===== config.mk =====
export PLATFORM = sky130hd
export DESIGN_NAME = reg_8bit
export DESIGN_NICKNAME = d
export VERILOG_FILES = /design/src/rtl/reg_8bit_pkg.sv /design/src/rtl/reg_8bit.sv
export SDC_FILE = /design/constraint.sdc
export NUM_CORES = 1
export LEC_CHECK = 0
export ABC_AREA = 1
export CORE_AREA = 2 2 39 41
export DETAILED_ROUTE_END_ITERATION = 12
export DIE_AREA = 0 0 41 43
export GPL_ROUTABILITY_DRIVEN = 0
export MAX_ROUTING_LAYER = met4
export SLEW_MARGIN = 20
export SYNTH_ARGS = -nofsm -noshare
export SYNTH_HDL_FRONTEND = slang
export SYNTH_SLANG_ARGS = --single-unit

===== constraint.sdc =====
create_clock -name i_clk -period 1.6 [get_ports i_clk]
set_input_delay 0.16 -clock i_clk [delete_from_list [all_inputs] [get_ports i_clk]]
set_output_delay 0.16 -clock i_clk [all_outputs]
set_load 0.01 [all_outputs]

===== src/rtl/reg_8bit_pkg.sv =====
// Shared constants for the Citrus datapath storage registers.
// Higher-level blocks pass DATA_W into reg_8bit rather than hard-coding widths.
package reg_8bit_pkg;

    localparam int DATA_W = 8;
    localparam logic [DATA_W-1:0] DATA_RST_VAL = '0;

endpackage : reg_8bit_pkg


===== src/rtl/reg_8bit.sv =====
// General-purpose storage register with synchronous load-enable and clear.
// Reset outranks write; o_data is the raw flop output with no bypass path.
module reg_8bit
    import reg_8bit_pkg::*;
#(
    parameter int               WIDTH   = DATA_W,
    parameter logic [WIDTH-1:0] RST_VAL = '0
) (
    input  logic             i_clk,
    input  logic             i_reset,
    input  logic             i_we,
    input  logic [WIDTH-1:0] i_data,
    output logic [WIDTH-1:0] o_data
);

    logic [WIDTH-1:0] data_q;
    logic [WIDTH-1:0] data_d;

    always_comb begin
        data_d = data_q;
        if (i_we) begin
            data_d = i_data;
        end
    end

    // Reset is applied at the flop so it overrides any pending write.
    always_ff @(posedge i_clk) begin
        if (i_reset) begin
            data_q <= RST_VAL;
        end else begin
            data_q <= data_d;
        end
    end

    assign o_data = data_q;

endmodule : reg_8bit


== Word-level counts from Yosys, hierarchy flattened ==
Index checks and enable logic that the tools add are counted.

* Add/sub/neg operators: 0
* Multiply operators: 0
* Div/mod/pow operators: 0
* Magnitude comparators: 0
* Equality and inequality tests: 0
* Shifts and indexed selects: 0
* Muxes and demuxes: 0
* Bitwise operators: 0
* Reduce and logical (&&, ||, !) cells: 0

* Register bits after elaboration: 8
* Bits in latches: 0
* RAM bits: 0
* ROM bits: 0
* Bits of input ports: 11
* Output and inout bits: 8
* Word-level logic and storage cells: 1
* Memories kept: 0

== Longest topological paths before layout ==
* Word-level depth: 0
* Gate-level depth with buffers: 5
* Gate-level depth less buffers: 4

== Worst setup path after synthesis ==
No wires, ideal clock.

* Path type: input-to-reg
* From: input port i_we
* To: register data_q[6] (netlist: o_data[6])
* Setup time: 0.114 ns
* Data arrival time: 0.550 ns
* Data required time: 1.486 ns
* Slack: 0.936 ns
* Stages on the path: 4
* Path buffers: 2
* Cell sequence: buf_6 -> buf_6 -> nor2_1 -> nor2_2

{| class="wikitable"
|+ RTL lines
! element !! line !! RTL
|-
| from (decl) || reg_8bit.sv:11 || <nowiki>input logic i_we,</nowiki>
|-
| to (signal assigned) || reg_8bit.sv:31 || <nowiki>data_q <= data_d;</nowiki>
|-
| to (decl) || reg_8bit.sv:16 || <nowiki>logic [WIDTH-1:0] data_q;</nowiki>
|}

== Worst setup path in the final report ==
* From: register data_q[0] (netlist: o_data[0])
* To: output port o_data[0]

{| class="wikitable"
|+ RTL lines
! element !! line !! RTL
|-
| to (decl) || reg_8bit.sv:13 || <nowiki>output logic [WIDTH-1:0] o_data</nowiki>
|}

No word-level cell between the ends.

==> reports/results.txt <==
Outcome - finished, final reports clean
Antenna fix cells - 0
Setup crit start - o_data[0]
GRT overflow - 0
Post-DRT Antenna Nets - 0
Site Rows - 14
Layout cells sized above 1 - 7.14%
Die Area - 1760 um2
Register area share after synthesis - 46.9%
Largest area contributor in the netlist - dfxtp_1
Cts repair resizes - 0
Max-slew violations - 0
Synth area leaders - dfxtp_1 47%, nand2_1 16%, nor2_1 16%, inv_1 9.9%, buf_6 6.6%
Clk pin slew, worst setup/hold paths - 0.05 ns
Post-CTS Setup Bufs - 0
Final clock period utilization by the worst path - 79.9%
First-pass GRT wire length - 910 um
Number of clock sinks - 8
Number of flip-flops in the largest register - 8
DR vias - 309
CP cell instances - clkdlybuf4s50_1
P_sw - 105 uW
WS Path Type - reg2out
Mapped Area - 342 um2
Delay-heaviest family, CP - buffers and inverters
Maximum vdd drop - 336 uV
Final nets - 83
Largest net degree at the start of global routing - 17
Initial Util - 24.7%
Fmax - 782 MHz
Max Cap Violations - 0
Post-Synthesis Cells - 51
# port buffers - 18
DP HPWL - 463 um
Worst-Skew Late Latency - 0.24 ns
Reg area - 160 um2
Drt total wl - 625 um
Gr usage total - 7.94%
Filler Cells Inserted - 160
Setup-failing EPs final - 0
CP peak stage delay - 0.54 ns
Vias/cell - 3.59
Initial antenna violation count - 0
#FFs+latches synth - 8
Tmin final - 1.28 ns
Sequential share of power - 48.0%
Clk buf depth - 2
Clock share of power - 32.0%
CP endpoint kind - output pin
Count of cell types in the netlist - 7
CTS root buf - clkbuf_4
Hold Slack - 0.469 ns
H-tree lvl count - 1
DRC - 0
Syn Area/Cell - 6.70 um2
Hold-fix buffers at CTS - 0
Min-Delay Path Class - reg2reg
Worst Path Buf+Inv - 1
Combinational Power Share - 20.0%
Die Height - 43 um
Drt initial violations - 2
RSZ-0062 raised after global routing - false
Synth top area share - 46.9%
Skew final - 0 ns
Sw Ratio - 22.8%
I/O Pins - 19
Total negative setup slack - 0 ns
Die width - 41 um
DR pass1 iterations - 3
Internal power - 355 uW
Core area - 1380 um2
CP max-delay cell - clkdlybuf4s50_1
CP Data Arrival Time - 1.12 ns
Num CTS Buffers - 3
Post-Syn Nets - 62
Crit Reg-Reg Startpoint - o_data[6]
Worst setup SP type - flip-flop
Area of the multi-input gates - 125 um2
Min-delay src - o_data[4]
Max_slew headroom - 64.7%
Layout area overhead - 58.6%
Average wire per cell in the routed design - 7.27 um
Leak - 0.000271 uW
Yosys warns - 0
Final hold viol count - 0
Pwr/cell area - 848 nW/um2
CTS tree - built
Worst-margin pin slew - 0.527 ns
Vias in the first global route - 242
Max FO, Critical Path - 2
Data required, critical path - 1.44 ns
-- routing by layer --
metal / up-vias / part of all wire, % / global-route usage (%)
met5: - / 0 / -
met4: 0 / 0 / 6.00
met3: 0 / 15 / 3.14
met2: 14 / 36 / 9.69
met1: 114 / 49 / 10.0
li1: 181 / - / -
-- metrics by stage --
step	setup slack [ns]	power (uW)	util, %	area [um2]	instances
2_1_floorplan	0.936	267	-	342	51
3_3_place_gp	0.315	316	37.5	519	83
3_5_place_dp	0.281	318	37.5	519	83
4_1_cts	0.312	470	39.2	542	86
5_1_grt	0.266	487	39.2	542	86
6_report	0.321	459	39.2	542	86
-- Yosys cell counts, drive strengths merged --
cell type  instances
nand2             16
nor2              16
inv                9
dfxtp              8
buf                2
-- cells by family after synthesis --
kind of cell           Yosys count  share of synthesized area, %
and+or+nand+nor                 32                          36.6
DFF                              8                          46.9
buffers and inverters           11                          16.5
-- layout by cell type, fill, tap and decap left out, drive strengths merged --
cell and instances:
clkdlybuf4s50 18, nor2 16, nand2 16, inv 9, dfxtp 8, clkbuf 3
-- power groups by stage --
stage / Combinational, uW / Clock, uW / Sequential, uW
final: 92.0 / 147 / 220
after global routing: 104 / 162 / 222
after CTS: 93.6 / 156 / 220
after detailed placement: 93.1 / 0 / 224
after global placement: 91.7 / 0 / 225
after floorplan: 36.3 / 0 / 231
-- final cells by class --
class,count,share of cell area [%]
timing repair buffer,18,33.3
sequential,8,29.6
multi-input combinational,32,23.1
inverter,9,6.24
clock buffer,3,4.16
tap,16,3.70
-- path summary, 6_finish.rpt --
check | end | slack [ns] | depth (start not counted)
worst min-delay path | o_data[4] | 0.47 | 2
worst max register to register | o_data[6] | 1.03 | 2
worst max-delay path | o_data[0] | 0.32 | 1
worst min register to register | o_data[4] | 0.47 | 2
Note: power is estimated with default switching activity, not from simulation.
